--- src/rtl/tpg_pkg.sv ---
// Shared definitions for the multi-pattern test pattern generator.
package tpg_pkg;

    localparam int unsigned MODE_W = 3;

    typedef logic [MODE_W-1:0] mode_t;

    localparam mode_t MODE_GRID    = 3'd0;
    localparam mode_t MODE_BARS    = 3'd1;
    localparam mode_t MODE_CHECKER = 3'd2;
    localparam mode_t MODE_RAMP    = 3'd3;
    localparam mode_t MODE_SOLID   = 3'd4;

endpackage

--- src/rtl/tpg_multi_if.sv ---
// Beam timing in, pattern pixels out; master drives timing and controls, slave is the generator.
interface tpg_multi_if #(
    parameter int unsigned COLOR_BITS = 1,
    parameter int unsigned HPOS_W     = 9,
    parameter int unsigned VPOS_W     = 9,
    parameter int unsigned FRAME_W    = 8
);
    import tpg_pkg::*;

    logic                    hsync_i;
    logic                    vsync_i;
    logic                    display_on_i;
    logic [HPOS_W-1:0]       hpos;
    logic [VPOS_W-1:0]       vpos;
    mode_t                   mode_sel;
    logic [3*COLOR_BITS-1:0] solid_rgb;
    logic                    scroll_en;
    logic [3:0]              scroll_step;

    logic                    hsync;
    logic                    vsync;
    logic                    display_on;
    logic [3*COLOR_BITS-1:0] rgb;
    logic [FRAME_W-1:0]      frame_count;

    modport master (
        output hsync_i, vsync_i, display_on_i, hpos, vpos,
               mode_sel, solid_rgb, scroll_en, scroll_step,
        input  hsync, vsync, display_on, rgb, frame_count
    );

    modport slave (
        input  hsync_i, vsync_i, display_on_i, hpos, vpos,
               mode_sel, solid_rgb, scroll_en, scroll_step,
        output hsync, vsync, display_on, rgb, frame_count
    );

endinterface

--- src/rtl/tpg_frame_ctl.sv ---
// Frame-edge detection, frame counter and per-frame latching of pattern controls.
// Horizontal scrolling is built only when TPG_SCROLL_EN is defined.
module tpg_frame_ctl
    import tpg_pkg::*;
#(
    parameter int unsigned COLOR_BITS = 1,
    parameter int unsigned HPOS_W     = 9,
    parameter int unsigned FRAME_W    = 8
) (
    input  logic                    clk,
    input  logic                    reset,
    input  logic                    i_vsync,
    input  mode_t                   i_mode_sel,
    input  logic [3*COLOR_BITS-1:0] i_solid_rgb,
    input  logic                    i_scroll_en,
    input  logic [3:0]              i_scroll_step,
    output logic [FRAME_W-1:0]      o_frame_count,
    output mode_t                   o_mode,
    output logic [3*COLOR_BITS-1:0] o_solid_rgb,
    output logic                    o_scroll_en,
    output logic [HPOS_W-1:0]       o_scroll_x
);

    logic                    r_vsync_q;
    logic [FRAME_W-1:0]      r_frame_count;
    mode_t                   r_mode;
    logic [3*COLOR_BITS-1:0] r_solid_rgb;
    logic                    w_frame_edge;

    assign w_frame_edge = i_vsync & ~r_vsync_q;

    // Controls only take effect at a frame boundary so a frame never tears.
    always_ff @(posedge clk) begin
        if (!reset) begin
            r_vsync_q     <= 1'b0;
            r_frame_count <= '0;
            r_mode        <= MODE_GRID;
            r_solid_rgb   <= '0;
        end else begin
            r_vsync_q <= i_vsync;
            if (w_frame_edge) begin
                r_frame_count <= r_frame_count + FRAME_W'(1);
                r_mode        <= i_mode_sel;
                r_solid_rgb   <= i_solid_rgb;
            end
        end
    end

`ifdef TPG_SCROLL_EN
    logic              r_scroll_en;
    logic [HPOS_W-1:0] r_scroll_x;

    // Offset advances using the enable being latched at this same edge.
    always_ff @(posedge clk) begin
        if (!reset) begin
            r_scroll_en <= 1'b0;
            r_scroll_x  <= '0;
        end else if (w_frame_edge) begin
            r_scroll_en <= i_scroll_en;
            if (i_scroll_en) begin
                r_scroll_x <= r_scroll_x + HPOS_W'(i_scroll_step);
            end
        end
    end

    assign o_scroll_en = r_scroll_en;
    assign o_scroll_x  = r_scroll_x;
`else
    logic w_unused_scroll;

    assign w_unused_scroll = ^{i_scroll_en, i_scroll_step};
    assign o_scroll_en     = 1'b0;
    assign o_scroll_x      = '0;
`endif

    assign o_frame_count = r_frame_count;
    assign o_mode        = r_mode;
    assign o_solid_rgb   = r_solid_rgb;

endmodule

--- src/rtl/tpg_multi.sv ---
// Multi-mode video test pattern generator: pattern mux plus one-cycle aligned outputs.
// Optional horizontal scroll (in tpg_frame_ctl) is enabled by defining TPG_SCROLL_EN.
module tpg_multi
    import tpg_pkg::*;
#(
    parameter int unsigned COLOR_BITS = 1,
    parameter int unsigned HPOS_W     = 9,
    parameter int unsigned VPOS_W     = 9,
    parameter int unsigned CELL_LOG2  = 3,
    parameter int unsigned FRAME_W    = 8
) (
    input  logic        clk,
    input  logic        reset,
    tpg_multi_if.slave  bus
);

    localparam logic [COLOR_BITS-1:0] ONES = {COLOR_BITS{1'b1}};

    logic [FRAME_W-1:0]      w_frame_count;
    mode_t                   w_mode;
    logic [3*COLOR_BITS-1:0] w_solid_rgb;
    logic                    w_scroll_en;
    logic [HPOS_W-1:0]       w_scroll_x;
    logic [HPOS_W-1:0]       w_x;
    logic [VPOS_W-1:0]       w_y;
    logic [COLOR_BITS-1:0]   w_r;
    logic [COLOR_BITS-1:0]   w_g;
    logic [COLOR_BITS-1:0]   w_b;
    logic                    w_unused_xy;

    logic                    r_hsync;
    logic                    r_vsync;
    logic                    r_display_on;
    logic [3*COLOR_BITS-1:0] r_rgb;

    tpg_frame_ctl #(
        .COLOR_BITS (COLOR_BITS),
        .HPOS_W     (HPOS_W),
        .FRAME_W    (FRAME_W)
    ) u_frame_ctl (
        .clk           (clk),
        .reset         (reset),
        .i_vsync       (bus.vsync_i),
        .i_mode_sel    (bus.mode_sel),
        .i_solid_rgb   (bus.solid_rgb),
        .i_scroll_en   (bus.scroll_en),
        .i_scroll_step (bus.scroll_step),
        .o_frame_count (w_frame_count),
        .o_mode        (w_mode),
        .o_solid_rgb   (w_solid_rgb),
        .o_scroll_en   (w_scroll_en),
        .o_scroll_x    (w_scroll_x)
    );

    assign w_x = w_scroll_en ? HPOS_W'(bus.hpos + w_scroll_x) : bus.hpos;
    assign w_y = bus.vpos;

    // Not every coordinate or counter bit feeds a pattern.
    assign w_unused_xy = ^{w_x, w_y, w_frame_count};

    always_comb begin
        w_r = '0;
        w_g = '0;
        w_b = '0;
        case (w_mode)
            MODE_GRID: begin
                if ((w_x[CELL_LOG2-1:0] == '0) || (w_y[CELL_LOG2-1:0] == '0)) w_r = ONES;
                if (w_y[CELL_LOG2+1]) w_g = ONES;
                if (w_x[CELL_LOG2+1]) w_b = ONES;
            end
            MODE_BARS: begin
                w_r = {COLOR_BITS{w_x[HPOS_W-3]}};
                w_g = {COLOR_BITS{w_x[HPOS_W-2]}};
                w_b = {COLOR_BITS{w_x[HPOS_W-1]}};
            end
            MODE_CHECKER: begin
                if (w_x[CELL_LOG2] ^ w_y[CELL_LOG2]) begin
                    w_r = ONES;
                    w_g = ONES;
                    w_b = ONES;
                end
            end
            MODE_RAMP: begin
                w_r = w_x[HPOS_W-1 -: COLOR_BITS];
                w_g = w_y[VPOS_W-1 -: COLOR_BITS];
                w_b = w_frame_count[COLOR_BITS-1:0];
            end
            MODE_SOLID: begin
                {w_b, w_g, w_r} = w_solid_rgb;
            end
            default: begin
                w_r = '0;
                w_g = '0;
                w_b = '0;
            end
        endcase
        if (!bus.display_on_i) begin
            w_r = '0;
            w_g = '0;
            w_b = '0;
        end
    end

    // Timing and pixel share one register stage so they stay aligned.
    always_ff @(posedge clk) begin
        if (!reset) begin
            r_hsync      <= 1'b0;
            r_vsync      <= 1'b0;
            r_display_on <= 1'b0;
            r_rgb        <= '0;
        end else begin
            r_hsync      <= bus.hsync_i;
            r_vsync      <= bus.vsync_i;
            r_display_on <= bus.display_on_i;
            r_rgb        <= {w_b, w_g, w_r};
        end
    end

    assign bus.hsync       = r_hsync;
    assign bus.vsync       = r_vsync;
    assign bus.display_on  = r_display_on;
    assign bus.rgb         = r_rgb;
    assign bus.frame_count = w_frame_count;

endmodule

--- src/flat_wrapper.sv ---
// flat-port wrapper written by rule: the top's interface ports become plain ports
module tpg_multi_flat import tpg_pkg::*;
#(
    parameter int unsigned COLOR_BITS = 1,
    parameter int unsigned HPOS_W     = 9,
    parameter int unsigned VPOS_W     = 9,
    parameter int unsigned CELL_LOG2  = 3,
    parameter int unsigned FRAME_W    = 8
)
  (clk, reset, bus_hsync_i, bus_vsync_i, bus_display_on_i, bus_hpos, bus_vpos, bus_mode_sel, bus_solid_rgb, bus_scroll_en, bus_scroll_step, bus_hsync, bus_vsync, bus_display_on, bus_rgb, bus_frame_count);
  tpg_multi_if #(.COLOR_BITS(COLOR_BITS), .HPOS_W(HPOS_W), .VPOS_W(VPOS_W), .FRAME_W(FRAME_W)) bus_i ();
  input  logic clk;
  input  logic reset;
  input wire logic [$bits(bus_i.hsync_i)-1:0] bus_hsync_i;
  input wire logic [$bits(bus_i.vsync_i)-1:0] bus_vsync_i;
  input wire logic [$bits(bus_i.display_on_i)-1:0] bus_display_on_i;
  input wire logic [$bits(bus_i.hpos)-1:0] bus_hpos;
  input wire logic [$bits(bus_i.vpos)-1:0] bus_vpos;
  input wire logic [$bits(bus_i.mode_sel)-1:0] bus_mode_sel;
  input wire logic [$bits(bus_i.solid_rgb)-1:0] bus_solid_rgb;
  input wire logic [$bits(bus_i.scroll_en)-1:0] bus_scroll_en;
  input wire logic [$bits(bus_i.scroll_step)-1:0] bus_scroll_step;
  output wire logic [$bits(bus_i.hsync)-1:0] bus_hsync;
  output wire logic [$bits(bus_i.vsync)-1:0] bus_vsync;
  output wire logic [$bits(bus_i.display_on)-1:0] bus_display_on;
  output wire logic [$bits(bus_i.rgb)-1:0] bus_rgb;
  output wire logic [$bits(bus_i.frame_count)-1:0] bus_frame_count;
  assign bus_i.hsync_i = bus_hsync_i;
  assign bus_i.vsync_i = bus_vsync_i;
  assign bus_i.display_on_i = bus_display_on_i;
  assign bus_i.hpos = bus_hpos;
  assign bus_i.vpos = bus_vpos;
  assign bus_i.mode_sel = bus_mode_sel;
  assign bus_i.solid_rgb = bus_solid_rgb;
  assign bus_i.scroll_en = bus_scroll_en;
  assign bus_i.scroll_step = bus_scroll_step;
  assign bus_hsync = bus_i.hsync;
  assign bus_vsync = bus_i.vsync;
  assign bus_display_on = bus_i.display_on;
  assign bus_rgb = bus_i.rgb;
  assign bus_frame_count = bus_i.frame_count;
  tpg_multi #(.COLOR_BITS(COLOR_BITS), .HPOS_W(HPOS_W), .VPOS_W(VPOS_W), .CELL_LOG2(CELL_LOG2), .FRAME_W(FRAME_W)) u_core (.clk(clk), .reset(reset), .bus(bus_i));
endmodule
--- config.mk ---
export PLATFORM = sky130hd
export DESIGN_NAME = tpg_multi_flat
export DESIGN_NICKNAME = d
export VERILOG_FILES = /design/src/rtl/tpg_pkg.sv /design/src/rtl/tpg_multi_if.sv /design/src/rtl/tpg_frame_ctl.sv /design/src/rtl/tpg_multi.sv /design/src/flat_wrapper.sv
export SDC_FILE = /design/constraint.sdc
export NUM_CORES = 1
export LEC_CHECK = 0
export BUFFER_PORTS_ARGS = -buffer_cell sky130_fd_sc_hd__buf_2
export CAP_MARGIN = 40
export CORE_ASPECT_RATIO = 1.2
export CORE_UTILIZATION = 42
export CTS_CLUSTER_SIZE = 40
export DETAILED_ROUTE_END_ITERATION = 8
export PLACE_DENSITY = 0.76
export SLEW_MARGIN = 20
export SYNTH_ARGS = -nofsm -noshare
export SYNTH_HDL_FRONTEND = slang
export SYNTH_SLANG_ARGS = --single-unit
--- constraint.sdc ---
create_clock -name clk -period 1.3 [get_ports clk]
set_input_delay 0.13 -clock clk [delete_from_list [all_inputs] [get_ports clk]]
set_output_delay 0.13 -clock clk [all_outputs]
set_load 0.02 [all_outputs]
# Yosys cells after proc, flatten, opt, wreduce, memory -nomap -nowiden
# Index checks and enable logic that the tools add are counted.
# classes
addsub	1
n_eq_ne	4
n_mux	7
bitwise_logic	3
reduce_logical	5
# ops
cell	n
$pmux W1 S5	3
$logic_not A3 Y1	3
$add A8 B1 Y8 const B	1
$eq A3 B2 Y1 const B	2
$mux W1	4
$eq A3 B1 Y1 const B	1
$eq A3 B3 Y1 const B	1
$reduce_and A2 Y1	1
$and A1 B1 Y1	1
$logic_or A1 B1 Y1	1
$not A1 Y1	1
$xor A1 B1 Y1	1
# totals
register_bits	20
in_bits	34
word_cells	27

# Longest topological paths before layout
# Gate-level depths: netlist of the first run.
# logic_depth
ltp_word	4
depth_mapped	4

# Cells and area by module
# From an unflattened synthesis of the first run, not the netlist that was laid out.
# unflattened
hier_cells	170
area_unflattened_um2	1401.3
# by_module_without_submodules
module	instances	cells_each	area_per_inst_um2	seq_area_each_um2
tpg_multi	1	90	733.2	120.1
tpg_frame_ctl	1	80	668.1	300.3

# Worst setup path after synthesis of the first run
# Ideal clock, no wire load.
# synth_timing
path_kind	register -> register
startpoint	register u_core.u_frame_ctl.r_frame_count[0] (netlist: u_core.u_frame_ctl.o_frame_count[0])
endpoint	register u_core.u_frame_ctl.r_frame_count[7] (netlist: u_core.u_frame_ctl.o_frame_count[7])
setup_ps	70
arrival_time_ps	1237
required_time_ps	1230
slack_ps	-7
path_stages_with_launch	4
path_cell_list	dfxtp_1 -> nand3_2 -> or4_1 -> a21oi_1
# synth_via
elab_chain_len	1
# synth_rtl
element	line_no	source
start: declaration	tpg_frame_ctl.sv:25	logic [FRAME_W-1:0] r_frame_count;
start signal: assignment	tpg_frame_ctl.sv:42	r_frame_count <= r_frame_count + FRAME_W'(1);
$add A8 B1 Y8	tpg_frame_ctl.sv:42	
# Every way passes these cells.
# A chain may end at the register's enable or synchronous reset.

# Worst setup path after layout of the first run
# Ends and elaborated chain as after synthesis.

==> results of run 1 <==
-- sequential cells by signal (all words and copies together), names as in the netlist --
register	count
u_core.u_frame_ctl.o_frame_count	8
u_core.bus.rgb	3
u_core.u_frame_ctl.o_mode	3
u_core.u_frame_ctl.o_solid_rgb	3
u_core.bus.display_on	1
u_core.bus.hsync	1
u_core.bus.vsync	1
-- timing repair --
item | CTS | global route
hold buffers | 0 | 0
resized for setup | 0 | 4
endpoints found under the setup margin | 0 | 3
-- cell families (layout without fill, tap and decap cells) --
logic type	count (synthesis)	after routing	share of synthesized area
XOR/XNOR	3	3	0.0304
flip-flops	20	20	0.464
adder cells (fa/ha/maj)	1	1	0.0145
AO/OA/AOI/OAI	23	23	0.161
AND/OR/NAND/NOR	41	41	0.236
multiplexers	5	5	0.0623
buffers and inverters	7	51	0.0319
-- layout make-up --
class	instances	area, sq um	area share
multi-input combinational	73	443	0.380
sequential	20	404	0.347
tap	19	23.8	0.0204
clock buffer	3	22.5	0.0193
inverter	4	15.0	0.0129
timing repair buffer	43	228	0.195
clock inverter	1	30.0	0.0258
-- cell usage after synthesis, drive strengths merged --
library cell / n / area, sq um
xnor2: 2 / 17.5
a21oi: 13 / 65.1
or4: 2 / 15.0
nor3: 3 / 15.0
nand2: 19 / 71.3
buf: 1 / 5.00
o31ai: 2 / 15.0
o2111ai: 1 / 8.76
nand3: 2 / 15.0
dfxtp: 20 / 400
and2: 2 / 12.5
nor2b: 2 / 12.5
mux2i: 2 / 20.0
or3: 1 / 6.26
clkbuf: 2 / 7.51
ha: 1 / 12.5
a22oi: 3 / 22.5
o21ai: 1 / 5.00
a211oi: 2 / 15.0
mux2: 3 / 33.8
nand4: 3 / 18.8
nand2b: 3 / 18.8
xor2: 1 / 8.76
nand3b: 1 / 7.51
o211ai: 1 / 7.51
inv: 4 / 15.0
nor2: 3 / 11.3
-- through the flow --
step / util / cell area [sq um]
floorplan: - / 865
global placement: 0.583 / 1100
detailed placement: 0.583 / 1100
CTS: 0.611 / 1160
global route: 0.616 / 1170
finish: 0.616 / 1170
-- worst max path at each step --
stage	startpoint	to	slack [ns]	cells past startpoint
2_1_floorplan	u_core.u_frame_ctl.o_frame_count[2]	u_core.u_frame_ctl.o_frame_count[7]	0.02	3
6_report	u_core.u_frame_ctl.o_frame_count[0]	u_core.u_frame_ctl.o_frame_count[7]	0.07	3
5_1_grt	u_core.u_frame_ctl.o_frame_count[0]	u_core.u_frame_ctl.o_frame_count[7]	0.003	3
3_5_place_dp	u_core.bus.vsync	u_core.u_frame_ctl.o_frame_count[7]	0.04	3
4_1_cts	u_core.bus.vsync	u_core.u_frame_ctl.o_frame_count[5]	0.009	3
3_3_place_gp	u_core.bus.vsync	u_core.u_frame_ctl.o_frame_count[7]	0.07	3
-- metal layers --
metal | vias up | GRT usage
met3 | 4 | 0.0313
met1 | 377 | 0.166
li1 | 442 | -
met4 | 0 | 0.0938
met5 | - | 0
met2 | 36 | 0.321
-- power groups by stage --
stage	sequential, W	combinational [W]	clock (W)
after floorplan	0.000692	0.0000792	0
after global placement	0.000673	0.000175	0
after detailed placement	0.000674	0.000179	0
after CTS	0.000660	0.000180	0.000507
after global routing	0.000665	0.000200	0.000527
final	0.000661	0.000181	0.000501
==> metrics.log, run 1 <==
[metrics] status: finished, violations left
[metrics] violated checks: design-rule violations
[metrics] vias: 859
[metrics] final hold slack: 0.0268 ns
[metrics] placeable core region: 1890 sq um
[metrics] TritonRoute pass-1 iters: 6
[metrics] top achievable clock speed: 813 MHz
[metrics] number of setup buffers added after CTS: 0
[metrics] number of remaining DRC errors: 10
[metrics] clock-pin slew of the registers on the worst-case setup and hold paths: 0.12 ns
[metrics] Iter 0 DRT Violations: 29
[metrics] average wire per cell in the routed design: 11.3 microns
[metrics] drt total wl: 1840 microns
[metrics] Total Routing Usage GR: 0.168
[metrics] Met2 Routed Length: 895 microns
[metrics] Worst-Margin Slew: 0.389 ns
[metrics] Gate Count Post-Synth: 100
[metrics] Post-Synthesis Mean Instance Area: 8.63 sq um
[metrics] part of the total power dissipated in the clock network: 0.373
[metrics] most frequent cells in the layout: sky130_fd_sc_hd__buf_2 (38), sky130_fd_sc_hd__nand2_1 (19), sky130_fd_sc_hd__dfxtp_1 (17), sky130_fd_sc_hd__a21oi_1 (13), sky130_fd_sc_hd__buf_4 (5)
[metrics] minimum clock period after layout: 1.23 ns
[metrics] number of CTS-inserted buffers: 3
[metrics] total die area: 2240 sq um
[metrics] overall die width: 43.4 microns
[metrics] critical path type: reg -> reg
[metrics] number of register bits inferred by synthesis: 20
[metrics] Final HPWL DP: 1450 microns
[metrics] final setup vio count: 0
[metrics] most frequent standard cell in the layout excluding fill and tap cells: sky130_fd_sc_hd__buf_2
[metrics] Clock Root Buffer: sky130_fd_sc_hd__clkbuf_4
[metrics] post-route setup slack: 0.0701 ns
[metrics] port bufs: 38
[metrics] switching power: 0.000304 W
[metrics] Register-to-Register Setup Slack: 0.07 ns
[metrics] number of antenna repair diodes: 0
[metrics] yosys synthesis warning count: 0
[metrics] maximum clock path buffer count: 2
[metrics] stage delay of the slowest cell on the critical path: 0.49 ns
[metrics] layout overhead on the synthesized area: 35.1%
[metrics] peak fanout along the critical path: 6
[metrics] CP bufs+invs: 0
[metrics] fraction of final layout cells sized beyond drive strength 1: 0.382
[metrics] areal power density over the cells: 1150 nW/um^2
[metrics] largest net degree at the start of global routing: 13
[metrics] number of violations of the max-capacitance limit: 0
[metrics] amount of wire on met3 after detailed routing: 151 microns
[metrics] ratio of routed vias to standard cells: 5.27
[metrics] Clock Skews: 0.0116 ns
[metrics] end point of the most critical hold path: u_core.bus.hsync
[metrics] end of the worst register-to-register path: u_core.u_frame_ctl.o_frame_count[7]
[metrics] number of cells on the worst hold path: 2
[metrics] maximum VDD drop: 819 uV
[metrics] combinational group share of total power: 0.135
[metrics] number of hold-slack violations in the final timing report: 0
[metrics] logic depth of the worst register-to-register path: 3
[metrics] count of standard-cell rows: 17
[metrics] Worst Path Arrival: 1.47 ns
[metrics] antenna viol nets, final: 0
[metrics] path category of the worst min-delay check: in -> reg
[metrics] top layer reached by signal wires: met4
[metrics] portion of total power attributed to sequential cells: 0.492
[metrics] worst hold start: bus_hsync_i
[metrics] Pins Over Slew Limit: 0
[metrics] net switching share of the total power: 0.227
[metrics] Max H-tree Level: 1
[metrics] number of distinct standard cells referenced by the synthesized netlist: 28
[metrics] Crit Reg-Reg Startpoint: u_core.u_frame_ctl.o_frame_count[0]
[metrics] count of non-filler cells in the finished layout: 163
[metrics] via count of the first global-routing pass: 693
[metrics] final clock period utilization by the worst path: 0.946
[metrics] initial core utilization: 0.456
[metrics] total negative setup slack: 0 ns
[metrics] syn nets: 135
[metrics] remaining max-slew budget at the tightest pin: 0.740
[metrics] met1 routed wirelength after detailed routing: 767 microns
[metrics] static leakage: 0.531 nW
[metrics] number of fillers in the final layout: 174
[metrics] worst-path cell chain: nand3_2, or4_1, a21oi_1
[metrics] remaining global-route overflow: 0
[metrics] # nets final: 180
[metrics] Routability Congestion: 0.805
[metrics] Final Total Pwr: 0.00134 W
[metrics] clock latency reported for the late side of the worst-skew pair: 0.30 ns
[metrics] internal power contribution: 0.00104 W
[metrics] cell with the largest stage delay on the worst path: sky130_fd_sc_hd__or4_1
[metrics] I/O pin count: 48
[metrics] area of the mapped netlist: 863 sq um
[metrics] WP data required: 1.54 ns
[metrics] Startpoint Class: flop
[metrics] share of the yosys chip area belonging to registers: 0.464
[metrics] worst setup slack before clock tree synthesis: 0.0371 ns
[metrics] unrepaired setup endpoints after global routing: false
[metrics] Critical Path Sink Type: flop
[metrics] Die Y: 51.7 microns
[metrics] initial antenna violation count: 0
[metrics] global-route wire length before repair: 2840 microns
[metrics] placed cell count: 159
[metrics] TritonCTS clock tree: yes
[metrics] CTS Sinks: 20
[metrics] cell family with most CP delay: simple AND/OR/NAND/NOR gates
(Power assumes the default switching activity.)
==> run 2, diff against run 1 <==
--- a/config.mk
+++ b/config.mk
@@ -7,11 +7,15 @@
 export LEC_CHECK = 0
 export BUFFER_PORTS_ARGS = -buffer_cell sky130_fd_sc_hd__buf_2
 export CAP_MARGIN = 40
+export CELL_PAD_IN_SITES_DETAIL_PLACEMENT = 1
+export CELL_PAD_IN_SITES_GLOBAL_PLACEMENT = 2
 export CORE_ASPECT_RATIO = 1.2
-export CORE_UTILIZATION = 42
+export CORE_UTILIZATION = 24
+export CTS_BUF_LIST = sky130_fd_sc_hd__clkbuf_2
+export CTS_CLUSTER_DIAMETER = 200
 export CTS_CLUSTER_SIZE = 40
 export DETAILED_ROUTE_END_ITERATION = 8
-export PLACE_DENSITY = 0.76
+export PLACE_DENSITY_LB_ADDON = 0.1
 export SLEW_MARGIN = 20
 export SYNTH_ARGS = -nofsm -noshare
 export SYNTH_HDL_FRONTEND = slang
==> run 2 against run 1 <==
  * The flow still finishes with violations (design-rule violations)
  * Power is 18% lower
  * Sequential cell count did not move
  * Count of clock-buffer cells in the layout stayed put
  * Clock skew fell by 0.011 ns
  * Worst hold slack better by 0.017 ns
  * Non-clock buffer count is 3 higher
  * Core utilization down 26 points
  * First-iteration DRC count decreased by 55%
  * Worst setup slack better by 0.010 ns
  * Clock power down 51%
  * Register-to-register slack barely moved
  * Combinational power grew 12%
  * Critical path type unchanged
  * Critical endpoint unchanged
==> metrics.log, run 2 (synthesized netlist as in run 1, its figures left out) <==
[metrics] Register-to-Register Setup Slack: 0.08 ns (was 0.07 ns)
[metrics] vias: 876 (was 859)
[metrics] WP data required: 1.55 ns (was 1.54 ns)
[metrics] # nets final: 183 (was 180)
[metrics] Clock Root Buffer: sky130_fd_sc_hd__clkbuf_2 (was sky130_fd_sc_hd__clkbuf_4)
[metrics] Iter 0 DRT Violations: 13 (was 29)
[metrics] most frequent standard cell in the layout excluding fill and tap cells: sky130_fd_sc_hd__buf_2 (unchanged)
[metrics] number of hold-slack violations in the final timing report: 0 (unchanged)
[metrics] critical path type: reg -> reg (unchanged)
[metrics] count of standard-cell rows: 23 (was 17)
[metrics] unrepaired setup endpoints after global routing: false (unchanged)
[metrics] via count of the first global-routing pass: 899 (was 693)
[metrics] end point of the most critical hold path: u_core.u_frame_ctl.o_mode[2] (was u_core.bus.hsync)
[metrics] total negative setup slack: 0 ns (unchanged)
[metrics] clock-pin slew of the registers on the worst-case setup and hold paths: 0.18 ns (was 0.12 ns)
[metrics] number of flip-flops under the largest register name: 8 (unchanged)
[metrics] minimum clock period after layout: 1.22 ns (was 1.23 ns)
[metrics] Pins Over Slew Limit: 0 (unchanged)
[metrics] number of cells on the worst hold path: 3 (was 2)
[metrics] antenna viol nets, final: 0 (unchanged)
[metrics] CTS Sinks: 20 (unchanged)
[metrics] violated checks: design-rule violations (unchanged)
[metrics] final hold slack: 0.0434 ns (was 0.0268 ns)
[metrics] final clock period utilization by the worst path: 0.938 (was 0.946)
[metrics] overall die width: 56.8 microns (was 43.4 microns)
[metrics] largest net degree at the start of global routing: 13 (unchanged)
[metrics] initial antenna violation count: 0 (unchanged)
[metrics] Final HPWL DP: 1850 microns (was 1450 microns)
[metrics] TritonCTS clock tree: yes (unchanged)
[metrics] global-route wire length before repair: 3940 microns (was 2840 microns)
[metrics] areal power density over the cells: 919 nW/um^2 (was 1150 nW/um^2)
[metrics] Routability Congestion: 0.686 (was 0.805)
[metrics] peak fanout along the critical path: 4 (was 6)
[metrics] top achievable clock speed: 820 MHz (was 813 MHz)
[metrics] port bufs: 38 (unchanged)
[metrics] status: finished, violations left (unchanged)
[metrics] average wire per cell in the routed design: 12.8 microns (was 11.3 microns)
[metrics] number of violations of the max-capacitance limit: 0 (unchanged)
[metrics] end of the worst register-to-register path: u_core.u_frame_ctl.o_frame_count[7] (unchanged)
[metrics] drt total wl: 2350 microns (was 1840 microns)
[metrics] Worst Path Arrival: 1.47 ns (about the same)
[metrics] Max H-tree Level: 1 (unchanged)
[metrics] total die area: 3840 sq um (was 2240 sq um)
[metrics] path category of the worst min-delay check: in -> reg (unchanged)
[metrics] maximum clock path buffer count: 2 (unchanged)
[metrics] fraction of final layout cells sized beyond drive strength 1: 0.425 (was 0.382)
[metrics] ratio of routed vias to standard cells: 4.79 (was 5.27)
[metrics] number of remaining DRC errors: 5 (was 10)
[metrics] remaining max-slew budget at the tightest pin: 0.715 (was 0.740)
[metrics] worst hold start: bus_mode_sel[2] (was bus_hsync_i)
[metrics] number of CTS-inserted buffers: 3 (unchanged)
[metrics] post-route core utilization: 0.355 (was 0.616)
[metrics] most frequent cells in the layout: sky130_fd_sc_hd__buf_2 (38), sky130_fd_sc_hd__nand2_1 (19), sky130_fd_sc_hd__dfxtp_1 (14), sky130_fd_sc_hd__a21oi_1 (11) (was sky130_fd_sc_hd__buf_2 (38), sky130_fd_sc_hd__nand2_1 (19), sky130_fd_sc_hd__dfxtp_1 (17), sky130_fd_sc_hd__a21oi_1 (13), sky130_fd_sc_hd__buf_4 (5))
[metrics] TritonRoute pass-1 iters: 5 (was 6)
[metrics] maximum VDD drop: 407 uV (was 819 uV)
[metrics] Clock Skews: 0.000890 ns (was 0.0116 ns)
[metrics] Startpoint Class: flop (unchanged)
[metrics] remaining global-route overflow: 0 (unchanged)
[metrics] Total Routing Usage GR: 0.136 (was 0.168)
[metrics] Critical Path Sink Type: flop (unchanged)
[metrics] Worst-Margin Slew: 0.427 ns (was 0.389 ns)
[metrics] final setup vio count: 0 (unchanged)
[metrics] Die Y: 67.7 microns (was 51.7 microns)
[metrics] number of antenna repair diodes: 0 (unchanged)
[metrics] layout overhead on the synthesized area: 39.6% (was 35.1%)
[metrics] static leakage: 0.534 nW (was 0.531 nW)
[metrics] post-route setup slack: 0.0803 ns (was 0.0701 ns)
[metrics] initial core utilization: 0.254 (was 0.456)
[metrics] worst setup slack before clock tree synthesis: 0.0384 ns (was 0.0371 ns)
[metrics] logic depth of the worst register-to-register path: 3 (unchanged)
[metrics] Crit Reg-Reg Startpoint: u_core.bus.vsync (was u_core.u_frame_ctl.o_frame_count[0])
[metrics] placeable core region: 3400 sq um (was 1890 sq um)
[metrics] clock latency reported for the late side of the worst-skew pair: 0.30 ns (about the same)
[metrics] I/O pin count: 48 (unchanged)
## run 2: changes by cell type in the layout (fill, tap and decap cells not counted), sizes merged
cell and delta:
buf +1, bufinv -1, dlygate4sd3 +2
## run 2: metal layers
layer | vias to the layer above | routed length, microns | GRT usage
met5 | - | 0 | 0
met4 | 0 | 19 | 0.0549
met3 | 2 | 125 | 0.0211
met2 | 25 | 1220 | 0.268
met1 | 408 | 984 | 0.144
li1 | 441 | - | -
## run 2: final cells by class
class	count	area, sq um
Clock buffer	3	15.0
Fill cell	429	2190
Inverter	4	15.0
Multi-Input combinational cell	73	459
Sequential cell	20	410
Tap cell	37	46.3
Timing Repair Buffer	46	259
## run 2: worst max-delay path by stage
stage | end | start | slack (ns)
2_1_floorplan | u_core.u_frame_ctl.o_frame_count[7] | u_core.u_frame_ctl.o_frame_count[2] | 0.02
3_3_place_gp | u_core.u_frame_ctl.o_frame_count[3] | u_core.bus.vsync | 0.06
6_report | u_core.u_frame_ctl.o_frame_count[7] | u_core.bus.vsync | 0.08
3_5_place_dp | u_core.u_frame_ctl.o_frame_count[7] | u_core.bus.vsync | 0.04
4_1_cts | u_core.bus.rgb[0] | u_core.u_frame_ctl.o_mode[1] | 0.04
5_1_grt | u_core.u_frame_ctl.o_frame_count[7] | u_core.u_frame_ctl.o_frame_count[0] | 0.002
## run 2: critical path, cell delays in order, from the launching register on
cell and delay [ns]:
sky130_fd_sc_hd__dfxtp_2 0.37, sky130_fd_sc_hd__nand2b_4 0.15, sky130_fd_sc_hd__or4_4 0.51, sky130_fd_sc_hd__a21oi_2 0.14
## run 2: where the power goes
group	internal [W]	switching, W
clock	0.0000630	0.000182
combinational	0.0000968	0.000105
sequential	0.000642	0.0000191
total	0.000802	0.000306
## run 2: through the flow
stage,cell area (sq um),cells,total power [W]
finish,1200,183,0.00111
global route,1200,183,0.00118
CTS,1160,181,0.00113
detailed placement,1130,177,0.000865
global placement,1130,177,0.000859
floorplan,865,100,0.000772
## run 2: what timing repair did
item | in CTS | in global routing
endpoints found under the hold margin | 1 | 1
hold buffers | 1 | 1
gates cloned | 0 | 0
pin swaps | 0 | 0
gates resized for setup | 1 | 11
setup buffers | 0 | 1
endpoints found under the setup margin | 1 | 6
